--- config.mk ---
export PLATFORM = sky130hd
export DESIGN_NAME = tag_array_assoc
export DESIGN_NICKNAME = d
export VERILOG_FILES = /design/src/rtl/memory_sub_system_param.sv /design/src/rtl/tag_array_assoc_plru.sv /design/src/rtl/tag_array_assoc.sv
export SDC_FILE = /design/constraint.sdc
export NUM_CORES = 1
export LEC_CHECK = 0
export CAP_MARGIN = 30
export CORE_ASPECT_RATIO = 0.8
export CORE_MARGIN = 2
export CORE_UTILIZATION = 50
export CTS_BUF_LIST = sky130_fd_sc_hd__clkbuf_4 sky130_fd_sc_hd__clkbuf_8
export DETAILED_ROUTE_END_ITERATION = 10
export PLACE_DENSITY_LB_ADDON = 0.25
export SLEW_MARGIN = 10
export SYNTH_ARGS = -nofsm -noshare
export SYNTH_HDL_FRONTEND = slang
export SYNTH_SLANG_ARGS = --single-unit
--- constraint.sdc ---
create_clock -name clk -period 7.47 [get_ports clk]
set_input_delay 1.494 -clock clk [delete_from_list [all_inputs] [get_ports clk]]
set_output_delay 1.494 -clock clk [all_outputs]
set_load 0.05 [all_outputs]
--- src/rtl/memory_sub_system_param.sv ---
// Shared parameters and types for the memory sub-system cache: geometry defaults,
// tag entry layout and the tag array controller states.
package memory_sub_system_param;

  localparam int INDEX_LENGTH = 3;
  localparam int TAG_LENGTH   = 8;
  localparam int WAYS_DEFAULT = 4;

  typedef struct packed {
    logic                  valid;
    logic                  dirty;
    logic [TAG_LENGTH-1:0] tag;
  } tag_entry_t;

  typedef enum logic {
    INIT = 1'b0,
    RUN  = 1'b1
  } tag_state_t;

endpackage

--- src/rtl/tag_array_assoc_plru.sv ---
// Tree pseudo-LRU for one set: next state after touching a way, and the way the tree
// points at. Node i has children 2i+1 / 2i+2; a node bit of 1 steers the victim right.
`ifdef TAG_ARRAY_PLRU_EN
module plru_tree #(
  parameter  int WAYS  = 4,
  localparam int WAY_W = $clog2(WAYS)
) (
  input  logic [WAYS-2:0]  state,
  input  logic [WAY_W-1:0] access_way,
  output logic [WAYS-2:0]  next_state,
  output logic [WAY_W-1:0] victim_way
);

  always_comb begin
    logic [WAY_W-1:0] node;
    logic             b;
    next_state = state;
    node       = '0;
    for (int l = 0; l < WAY_W; l++) begin
      b                = access_way[WAY_W-1-l];
      next_state[node] = ~b;
      node             = WAY_W'(2 * int'(node) + 1 + int'(b));
    end
  end

  always_comb begin
    logic [WAY_W-1:0] node;
    logic             b;
    victim_way = '0;
    node       = '0;
    for (int l = 0; l < WAY_W; l++) begin
      b                       = state[node];
      victim_way[WAY_W-1-l]   = b;
      node                    = WAY_W'(2 * int'(node) + 1 + int'(b));
    end
  end

endmodule
`endif

--- src/rtl/tag_array_assoc.sv ---
// N-way set-associative tag array with registered lookup, victim selection and a post-reset
// clearing sweep. TAG_ARRAY_PLRU_EN selects per-set tree PLRU; otherwise a global round-robin.
module tag_array_assoc #(
  parameter  int WAYS         = memory_sub_system_param::WAYS_DEFAULT,
  parameter  int INDEX_LENGTH = memory_sub_system_param::INDEX_LENGTH,
  parameter  int TAG_LENGTH   = memory_sub_system_param::TAG_LENGTH,
  localparam int WAY_W        = $clog2(WAYS)
) (
  input  logic                    clk,
  input  logic                    reset,
  output logic                    ready,
  input  logic                    lk_valid,
  input  logic [INDEX_LENGTH-1:0] lk_index,
  input  logic [TAG_LENGTH-1:0]   lk_tag,
  output logic                    rsp_valid,
  output logic                    rsp_hit,
  output logic [WAY_W-1:0]        rsp_way,
  output logic                    rsp_dirty,
  output logic [WAY_W-1:0]        rsp_victim_way,
  output logic                    rsp_victim_valid,
  output logic                    rsp_victim_dirty,
  output logic [TAG_LENGTH-1:0]   rsp_victim_tag,
  input  logic                    up_valid,
  input  logic [INDEX_LENGTH-1:0] up_index,
  input  logic [WAY_W-1:0]        up_way,
  input  logic [TAG_LENGTH-1:0]   up_tag,
  input  logic                    up_dirty,
  input  logic                    up_inval
);
  import memory_sub_system_param::*;

  localparam int NUM_SETS = 2 ** INDEX_LENGTH;

  typedef struct packed {
    logic                  valid;
    logic                  dirty;
    logic [TAG_LENGTH-1:0] tag;
  } entry_t;

  tag_state_t              state_q;
  logic [INDEX_LENGTH-1:0] sweep_q;
  entry_t                  mem_q [NUM_SETS][WAYS];

  logic                    lk_hit;
  logic [WAY_W-1:0]        hit_way;
  logic                    free_any;
  logic [WAY_W-1:0]        free_way;
  logic [WAY_W-1:0]        policy_way;
  logic [WAY_W-1:0]        victim_way;
  entry_t                  victim_entry;

  always_comb begin
    lk_hit   = 1'b0;
    hit_way  = '0;
    free_any = 1'b0;
    free_way = '0;
    // Descending scan so the lowest matching / lowest free way is the one kept.
    for (int w = WAYS - 1; w >= 0; w--) begin
      if (mem_q[lk_index][w].valid && mem_q[lk_index][w].tag == lk_tag) begin
        lk_hit  = 1'b1;
        hit_way = WAY_W'(w);
      end
      if (!mem_q[lk_index][w].valid) begin
        free_any = 1'b1;
        free_way = WAY_W'(w);
      end
    end
  end

  assign victim_way   = free_any ? free_way : policy_way;
  assign victim_entry = mem_q[lk_index][victim_way];

`ifdef TAG_ARRAY_PLRU_EN
  logic [WAYS-2:0]     plru_q      [NUM_SETS];
  logic [WAYS-2:0]     plru_next   [NUM_SETS];
  logic [WAY_W-1:0]    plru_victim [NUM_SETS];
  logic [WAY_W-1:0]    plru_access [NUM_SETS];
  logic [NUM_SETS-1:0] plru_touch;

  // A fill and a hit landing on the same set both want the tree; the fill wins.
  always_comb begin
    for (int s = 0; s < NUM_SETS; s++) begin
      logic fill_s;
      logic hit_s;
      fill_s         = up_valid && !up_inval && (up_index == INDEX_LENGTH'(s));
      hit_s          = lk_valid && lk_hit && (lk_index == INDEX_LENGTH'(s));
      plru_touch[s]  = (state_q == RUN) && (fill_s || hit_s);
      plru_access[s] = fill_s ? up_way : hit_way;
    end
  end

  for (genvar s = 0; s < NUM_SETS; s++) begin : g_plru
    plru_tree #(.WAYS(WAYS)) u_plru (
      .state      (plru_q[s]),
      .access_way (plru_access[s]),
      .next_state (plru_next[s]),
      .victim_way (plru_victim[s])
    );
  end

  assign policy_way = plru_victim[lk_index];
`else
  logic [WAY_W-1:0] rr_q;
  logic             up_set_full;

  always_comb begin
    up_set_full = 1'b1;
    for (int w = 0; w < WAYS; w++) begin
      up_set_full = up_set_full & mem_q[up_index][w].valid;
    end
  end

  assign policy_way = rr_q;
`endif

  always_ff @(posedge clk) begin
    if (reset) begin
      state_q          <= INIT;
      sweep_q          <= '0;
      ready            <= 1'b0;
      rsp_valid        <= 1'b0;
      rsp_hit          <= 1'b0;
      rsp_way          <= '0;
      rsp_dirty        <= 1'b0;
      rsp_victim_way   <= '0;
      rsp_victim_valid <= 1'b0;
      rsp_victim_dirty <= 1'b0;
      rsp_victim_tag   <= '0;
`ifndef TAG_ARRAY_PLRU_EN
      rr_q             <= '0;
`endif
    end else begin
      rsp_valid <= 1'b0;
      case (state_q)
        INIT: begin
          for (int w = 0; w < WAYS; w++) begin
            mem_q[sweep_q][w].valid <= 1'b0;
            mem_q[sweep_q][w].dirty <= 1'b0;
          end
`ifdef TAG_ARRAY_PLRU_EN
          plru_q[sweep_q] <= '0;
`endif
          sweep_q <= sweep_q + 1'b1;
          if (sweep_q == INDEX_LENGTH'(NUM_SETS - 1)) begin
            state_q <= RUN;
            ready   <= 1'b1;
          end
        end
        RUN: begin
          if (lk_valid) begin
            rsp_valid        <= 1'b1;
            rsp_hit          <= lk_hit;
            rsp_way          <= hit_way;
            rsp_dirty        <= lk_hit & mem_q[lk_index][hit_way].dirty;
            rsp_victim_way   <= victim_way;
            rsp_victim_valid <= victim_entry.valid;
            rsp_victim_dirty <= victim_entry.valid & victim_entry.dirty;
            rsp_victim_tag   <= victim_entry.tag;
          end
          if (up_valid) begin
            if (up_inval) begin
              mem_q[up_index][up_way].valid <= 1'b0;
              mem_q[up_index][up_way].dirty <= 1'b0;
            end else begin
              mem_q[up_index][up_way].valid <= 1'b1;
              mem_q[up_index][up_way].dirty <= up_dirty;
              mem_q[up_index][up_way].tag   <= up_tag;
`ifndef TAG_ARRAY_PLRU_EN
              if (up_set_full) rr_q <= rr_q + 1'b1;
`endif
            end
          end
`ifdef TAG_ARRAY_PLRU_EN
          for (int s = 0; s < NUM_SETS; s++) begin
            if (plru_touch[s]) plru_q[s] <= plru_next[s];
          end
`endif
        end
        default: state_q <= INIT;
      endcase
    end
  end

endmodule

==> flow_summary.toml, run 1 <==
[sta]
finalCritPeriodShare_pct = 60.8
slew_headroom_pct = 30.8
clock-skew-final_ns = 0.0369
tightestPinTransition_ns = 1.04
fin_tns_setup_ns = 0
setup_violations = 0
finalHoldViolCount = 0
fmax_mhz = 220
whs_ns = 0.472
finalMaxSlewViolations = 0
min_period_ns = 4.54
rsz0062_at_grt = "false"

[flow_run]
drv_cap = 0

[placement]
place_congestion = 0.903
place_area_sq_um = 15300
portBuffers = 47
dpl.hpwl_um = 24700

[route]
drc_errors = 0
wl_per_cell_um = 26.7
avgViaCountPerCell = 6.18
drtIter0Drc = 986
vias = 8530
firstDrtPassIters = 5
ant_nets = 0
routed_wl_um = 36900

[global_routing]
overflow = 0
grt_usage_pct = 24.9
grt_max_degree = 48
grt_pass1_wl_um = 54500
antenna_found_initial = 1
grt_pass1_vias = 8240

[synthesis]
synth_area_leaders = "edfxtp_1 (66%), mux4_2 (7.6%), mux2i_1 (5.9%), dfxtp_1 (3.3%), nor2_1 (2.8%)"
synth_ff_type = "edfxtp_1"
yosys.area.top_type = "edfxtp_1"
syn_inst = 899
synth_cell_types = 63
ys_ff_latch = 344
syn-cell-area_sq_um = 14600
synth_edf_count = 320
async_flop_share_pct = 0
syn-num-nets = 931
synth.yosys.warnings = 0
avgSynthCellArea_sq_um = 16.3
synth_seq_area_share_pct = 69.1
synth_top_area_share_pct = 65.8

[pwr]
power.share.sequential_pct = 53.6
clkPwrFrac_pct = 40.9
power.density_nw_per_um2 = 239
netSwitchingFraction_pct = 22.3
total_power_w = 0.00391
p_int_w = 0.00304
ir_drop_v = 0.000163
p_sw_w = 0.000871
pwr-share-comb_pct = 5.5
p_leak_nw = 5.03

[critical_path]
cpMostUsedCell = "nor2_1"
critPathKind = "primary input to flop"
r2r_start = "state_q$_SDFF_PP0_"
crit_path_start_kind = "primary input"
worstSetupEndpoint = "mem_q[0][22]$_DFFE_PP_"
startpoint = "up_valid"
r2r_slack_ns = 3.79
cpPeakStageDelay_ns = 0.82
ff2ff_path_depth = 5
timing.rr.end = "mem_q[0][22]$_DFFE_PP_"
crit_path_top_delay_cell = "nor2_1"
cp_data_required_time_ns = 7.68
end_kind = "flop"
cp_max_fo = 11
crit_arrival_ns = 4.75
path_cells = "clkdlybuf4s50_1 > nand2_1 > nor2_1 > mux2i_1 > nand3_1 > nor2_1"

[finish]
stdcell_area_sq_um = 16400
nFillCells = 2218
final_common_cell = "edfxtp_1"
drive_gt1_share_pct = 16.8
most-common-layout-cells = "edfxtp_1 (320), nor2_1 (109), mux2i_1 (86)"
finish.net_count = 1000
synthToLayoutAreaGrowth_pct = 12.3

[clock_tree]
hold_buffers = 0
post_cts_buffers = 0
clock_sinks = 344
clk_pin_slew_ns = 0.06
numCtsBuffers = 52
ctsRootBufferMaster = "clkbuf_8"
htree_levels = 2
clk_path_buf_depth = 3
cts_tree = "built"
ctsResizeCount = 0
worst_skew_pair.late_latency_ns = 0.61

[die]
row_count = 55
die_area_sq_um = 30600
core_sq_um = 28500
die_w_um = 195
die_height_um = 157
ioPinCount = 48
start_util_pct = 51.3

[worst_hold_path]
hold_path.class = "flop to flop"

[run_status]
status = "finished clean"
## power by group through the flow
stage,registers [W],clock network (W),logic (W)
after floorplan,0.00213,0,0.000146
after global placement,0.00214,0,0.000211
after detailed placement,0.00214,0,0.000213
after CTS,0.00210,0.00162,0.000213
after global routing,0.00210,0.00171,0.000227
final,0.00210,0.00160,0.000216
## sequential cells by signal (all words and copies together), names as in the netlist
register	count
rsp_valid	1
mem_q	320
policy_way	2
rsp_victim_valid	1
rsp_victim_tag	8
sweep_q	3
rsp_victim_dirty	1
rsp_hit	1
rsp_dirty	1
ready	1
rsp_victim_way	2
state_q	1
rsp_way	2
## per-stage QoR
stage / worst slack (ns) / instances / util, %
floorplan: 3.64 / 899 / -
global placement: 2.42 / 1284 / 53.8
detailed placement: 2.39 / 1284 / 53.8
CTS: 3.01 / 1380 / 57.6
global route: 2.72 / 1380 / 57.6
finish: 2.93 / 1381 / 57.6
## logic make-up (layout without fill, tap and decap cells)
| family | count (synthesis) | after routing | share of synthesized area [%] |
|---|---|---|---|
| adders and majority gates | 2 | 2 | 0.171 |
| other | 0 | 1 | 0 |
| buffers and inverters | 53 | 164 | 2.27 |
| xor gates and xnor gates | 16 | 16 | 0.959 |
| DFF | 344 | 344 | 69.1 |
| and+or+nand+nor | 234 | 234 | 7.81 |
| muxes | 152 | 152 | 14.8 |
| AOI/OAI and AO/OA | 98 | 98 | 4.89 |
## worst max-delay path: cells and delay by family
family,cells,cell delay [ns]
AND/OR/NAND/NOR,4,2.15
buffers and inverters,1,0.58
multiplexers,1,0.53
## metal layers
layer  global-route usage (%)  up-vias  part of all wire, %
met5                        0        -                    0
met4                     7.09        0                  2.3
met3                     6.64       70                   10
met2                     35.5      467                   43
met1                     37.6     4331                   44
li1                         -     3662                    -
## synth_stat cells, drive strengths merged, types with 13 or more instances
master and n:
dfxtp 24, clkbuf 16, nor2 110, a22oi 27
buf 26, mux2 16, and2 14, nand2 29
nor3 13, mux4 49, edfxtp 320, mux2i 87
## final cells by class
type,instances,area [sq um],share of cell area (%)
timing repair buffer,57,536,3.27
clock inverter,30,244,1.49
sequential,344,10100,61.5
multi-input combinational,502,4200,25.6
tap,370,463,2.82
clock buffer,66,827,5.04
inverter,11,41.3,0.252
antenna,1,2.50,0.0153
## worst min-delay path by stage
stage	startpoint	to	slack, ns	cells after the start
floorplan	sweep_q[1]$_SDFFE_PP0N_	sweep_q[1]$_SDFFE_PP0N_	0.49	2
global placement	rsp_victim_way[0]$_SDFFE_PP0P_	rsp_victim_way[0]$_SDFFE_PP0P_	0.45	2
detailed placement	rsp_victim_way[0]$_SDFFE_PP0P_	rsp_victim_way[0]$_SDFFE_PP0P_	0.46	2
CTS	rsp_victim_way[0]$_SDFFE_PP0P_	rsp_victim_way[0]$_SDFFE_PP0P_	0.47	2
global route	rsp_victim_way[0]$_SDFFE_PP0P_	rsp_victim_way[0]$_SDFFE_PP0P_	0.49	2
finish	rsp_victim_way[0]$_SDFFE_PP0P_	rsp_victim_way[0]$_SDFFE_PP0P_	0.47	2
(Power assumes the default switching activity.)
==> run 2: changes to the inputs <==
clock period = 4.55 ns   (was 7.47 ns; I/O delays follow)
==> run 2 against run 1 <==
Effect of this change:
- sequential power is 64% higher
- clock power up 62%
- combinational power rose by 70%
- critical path type unchanged
- setup slack got worse by 2.0 ns
- cell area rose by 2.5%
- critical path depth grew 4
- clock-buffer cell count is 10 higher
- via count is 0.25% higher
- die area is the same
- wire length decreased by 1.2%
==> flow_summary.toml, run 2 (synthesized netlist as in run 1, its figures left out) <==
[route]
drtIter0Drc = 1041
vias = 8551
drc_errors = 0
avgViaCountPerCell = 5.98
firstDrtPassIters = 7
ant_nets = 0
routed_wl_um = 36400
wl_per_cell_um = 25.5

[finish]
drive_gt1_share_pct = 20.6
antennaDiodeCount = 0
synthToLayoutAreaGrowth_pct = 15.1
finish.net_count = 1049
most-common-layout-cells = "edfxtp_1 (320), nor2_1 (109), mux2i_1 (86)"
utilization_pct = 59.0
nFillCells = 2211
largest_reg_flops = 320
top_regs = "mem_q (320), rsp_victim_tag (8), sweep_q (3)"
stdcell_area_sq_um = 16800
final_common_cell = "edfxtp_1"
top_register = "mem_q"

[critical_path]
startpoint = "lk_index[0]"
cpMostUsedCell = "a2111oi_0"
crit_arrival_ns = 4.18
crit_path_top_delay_cell = "nor2b_1"
r2r_slack_ns = 1.48
ff2ff_path_depth = 7
cpPeakStageDelay_ns = 0.79
timing.rr.end = "mem_q[2][17]$_DFFE_PP_"
crit_path_start_kind = "primary input"
path_cells = "buf_2 > buf_12 > nor2b_1 > a22oi_1 > a21o_1 > a2111oi_0 > and4_1 > nand2b_1 > a2111oi_0 > nor3_1"
end_kind = "flop"
critPathKind = "primary input to flop"
r2r_start = "state_q$_SDFF_PP0_"
cp_max_fo = 34
cp_data_required_time_ns = 5.06

[global_routing]
antenna_found_initial = 0
grt_pass1_wl_um = 53400
grt_pass1_vias = 8371
grt_max_degree = 35
grt_usage_pct = 24.4
overflow = 0

[worst_hold_path]
hp-start = "rsp_victim_valid$_SDFFE_PP0P_"
hold_path.class = "flop to flop"
hold_path_end = "rsp_victim_valid$_SDFFE_PP0P_"
holdPathStages = 2

[clock_tree]
worst_skew_pair.late_latency_ns = 0.60
numCtsBuffers = 51
hold_buffers = 0
clock_sinks = 344
ctsRootBufferMaster = "clkbuf_8"
clk_pin_slew_ns = 0.06
cts_tree = "built"
clk_path_buf_depth = 3
htree_levels = 2
post_cts_buffers = 0
ctsResizeCount = 0

[sta]
fmax_mhz = 273
finalCritPeriodShare_pct = 80.5
whs_ns = 0.458
setup_violations = 0
finalMaxSlewViolations = 0
fin_tns_setup_ns = 0
rsz0062_at_grt = "false"
finalHoldViolCount = 0
tightestPinTransition_ns = 0.988
min_period_ns = 3.66
clock-skew-final_ns = 0.0169
slew_headroom_pct = 34.0

[die]
die_height_um = 157
die_area_sq_um = 30600
ioPinCount = 48
row_count = 55
start_util_pct = 51.3
core_sq_um = 28500
die_w_um = 195

[placement]
dpl.hpwl_um = 24800
place_area_sq_um = 15700
portBuffers = 47
place_congestion = 0.881

[run_status]
status = "finished clean"

[pwr]
power.density_nw_per_um2 = 381
ir_drop_v = 0.000308
p_leak_nw = 5.34

[flow_run]
drv_cap = 0
==> run 2: metal layers <==
| layer | share of wire, % | GRT usage, % |
|---|---|---|
| met5 | 0 | 0 |
| met4 | 2.8 | 7.82 |
| met3 | 8.7 | 5.22 |
| met2 | 44 | 36.6 |
| met1 | 44 | 35.8 |
==> run 2: critical path: cells and delay by family <==
kind                   cells  cell delay [ns]
buffers and inverters      2             0.56
AO/OA/AOI/OAI              4             1.19
AND/OR/NAND/NOR            4             1.51
==> run 2: final cells by class <==
type	count	area, sq um	share of cell area [%]
multi-input cells	502	4190	24.9
clock inverters	19	138	0.819
well taps	370	463	2.75
flip-flops and latches	344	10100	60.0
clock buffers	76	940	5.59
inverters	11	41.3	0.246
repair buffers	107	956	5.68
==> run 2: power by group <==
part / switching (W) / leakage [nW] / internal [W]
clock: 0.00116 / 0.575 / 0.00144
sequential: 0.0000116 / 2.63 / 0.00343
combinational: 0.000218 / 2.14 / 0.000150
total: 0.00139 / 5.34 / 0.00502
==> run 2: worst max-delay path by stage <==
stage	end	cells after the start
2_1_floorplan	rsp_victim_tag[5]$_SDFFE_PP0P_	9
4_1_cts	rsp_dirty$_SDFFE_PP0P_	10
6_report	rsp_dirty$_SDFFE_PP0P_	10
3_3_place_gp	rsp_dirty$_SDFFE_PP0P_	9
3_5_place_dp	rsp_dirty$_SDFFE_PP0P_	10
5_1_grt	rsp_hit$_SDFFE_PP0P_	10
==> run 2: stage by stage <==
stage,total power (W),setup WS [ns],instances
4_1_cts,0.00645,1.02,1429
3_3_place_gp,0.00386,0.580,1333
5_1_grt,0.00659,0.685,1429
2_1_floorplan,0.00374,1.30,899
3_5_place_dp,0.00387,0.426,1334
6_report,0.00641,0.885,1429
==> run 3: changes to the inputs <==
clock period = 3.55 ns   (was 4.55 ns; I/O delays follow)
==> run 3 against run 2 <==
Effect of this change:
- via count grew 2.8%
- critical endpoint is now mem_q[5][26]$_DFFE_PP_
- utilization grew 0.87 points
- non-clock buffer count grew 28
- sequential cell count is the same
- cell count grew 2.0%
- die area is the same
- sequential share of layout area shrank 0.87 points
- clock power grew 32%
- register-to-register slack lost 0.74 ns
- combinational power grew 39%
==> flow_summary.toml, run 3 (synthesized netlist as in run 1, its figures left out) <==
[placement]
post-place-cells = 1362
dpl.hpwl_um = 26100
place_congestion = 0.892
portBuffers = 47

[pwr]
power.density_nw_per_um2 = 490
power.share.sequential_pct = 52.8
p_leak_nw = 5.49
netSwitchingFraction_pct = 21.6
p_int_w = 0.00655
pwr-share-comb_pct = 6.1
p_sw_w = 0.00180
clkPwrFrac_pct = 41.1
ir_drop_v = 0.000304

[global_routing]
grt_max_degree = 33
grt_pass1_vias = 8721
overflow = 0
antenna_found_initial = 1
grt_usage_pct = 25.4
grt_pass1_wl_um = 56100

[finish]
most-common-layout-cells = "edfxtp_1 (320), nor2_1 (109), mux2i_1 (86)"
top_regs = "mem_q (320), rsp_victim_tag (8), sweep_q (3)"
synthToLayoutAreaGrowth_pct = 16.8
layout.cells.non_filler = 1457
drive_gt1_share_pct = 22.1
largest_reg_flops = 320
top_register = "mem_q"
finish.net_count = 1078
antennaDiodeCount = 0
nFillCells = 2164
final_common_cell = "edfxtp_1"

[clock_tree]
clock_sinks = 344
worst_skew_pair.late_latency_ns = 0.60
ctsResizeCount = 0
clk_pin_slew_ns = 0.06
ctsRootBufferMaster = "clkbuf_8"
post_cts_buffers = 0
numCtsBuffers = 52
hold_buffers = 0
htree_levels = 2
cts_tree = "built"
clk_path_buf_depth = 3

[sta]
fmax_mhz = 341
tightestPinTransition_ns = 0.796
rsz0062_at_grt = "false"
finalCritPeriodShare_pct = 82.6
setup_violations = 0
min_period_ns = 2.93
finalMaxSlewViolations = 0
fin_tns_setup_ns = 0
clock-skew-final_ns = 0.0515
finalHoldViolCount = 0
slew_headroom_pct = 46.9

[route]
ant_nets = 0
vias = 8793
avgViaCountPerCell = 6.04
wl_per_cell_um = 25.9
routed_wl_um = 37700
firstDrtPassIters = 5
drc_errors = 0
drtIter0Drc = 1107

[critical_path]
critPathKind = "primary input to flop"
cp_max_fo = 8
cp_data_required_time_ns = 3.82
end_kind = "flop"
crit_arrival_ns = 3.20
crit_path_start_kind = "primary input"

[worst_hold_path]
hold_path.class = "flop to flop"

[die]
start_util_pct = 51.3
core_sq_um = 28500
die_w_um = 195
row_count = 55
die_height_um = 157
die_area_sq_um = 30600
ioPinCount = 48

[run_status]
status = "finished clean"

[flow_run]
drv_cap = 0
run 3: layout make-up:
type	instances	area [sq um]	area share, %
sequential	344	10100	59.1
multi-input combinational	502	4190	24.5
tap	370	463	2.71
inverter	11	41.3	0.242
clock buffer	69	856	5.02
timing repair buffer	135	1180	6.94
clock inverter	26	241	1.42
run 3: worst max-delay path, stage by stage:
cell             delay [ns]
clkdlybuf4s50_1        0.48
nand2_1                0.07
nor2_1                 0.32
mux2i_1                0.49
nor2b_1                0.22
nand2b_1               0.46
nor2_1                 0.23
buf_4                  0.20
run 3: power by group through the flow:
| stage | registers [W] | logic [W] | clock network [W] |
|---|---|---|---|
| floorplan | 0.00449 | 0.000306 | 0 |
| global placement | 0.00450 | 0.000496 | 0 |
| detailed placement | 0.00450 | 0.000500 | 0 |
| CTS | 0.00441 | 0.000502 | 0.00347 |
| global route | 0.00441 | 0.000538 | 0.00365 |
| finish | 0.00441 | 0.000509 | 0.00343 |
run 3: metal layers:
| layer | global-route usage (%) | share of wire [%] |
|---|---|---|
| met3 | 6.38 | 10 |
| met2 | 37.5 | 44 |
| met4 | 7.45 | 2.5 |
| met1 | 37.5 | 43 |
| met5 | 0 | 0 |
run 3: worst paths after layout:
kind                             startpoint                             end  slack [ns]  depth (start not counted)
min reg2reg  rsp_victim_way[0]$_SDFFE_PP0P_  rsp_victim_way[0]$_SDFFE_PP0P_        0.46                          2
min          rsp_victim_way[0]$_SDFFE_PP0P_  rsp_victim_way[0]$_SDFFE_PP0P_        0.46                          2
max                                up_valid          mem_q[5][26]$_DFFE_PP_        0.62                          8
max reg2reg              state_q$_SDFF_PP0_          mem_q[5][26]$_DFFE_PP_        0.74                          8
run 3: stage by stage:
step	utilization (%)	total power [W]	cell area [sq um]	hold WS [ns]	setup slack [ns]
4_1_cts	59.9	0.00839	17100	0.462	0.741
3_5_place_dp	56.0	0.00500	16000	0.456	0.137
3_3_place_gp	56.0	0.00499	16000	0.451	0.142
6_report	59.9	0.00836	17100	0.459	0.618
5_1_grt	59.9	0.00860	17100	0.488	0.465
2_1_floorplan	-	0.00480	14600	0.490	0.504
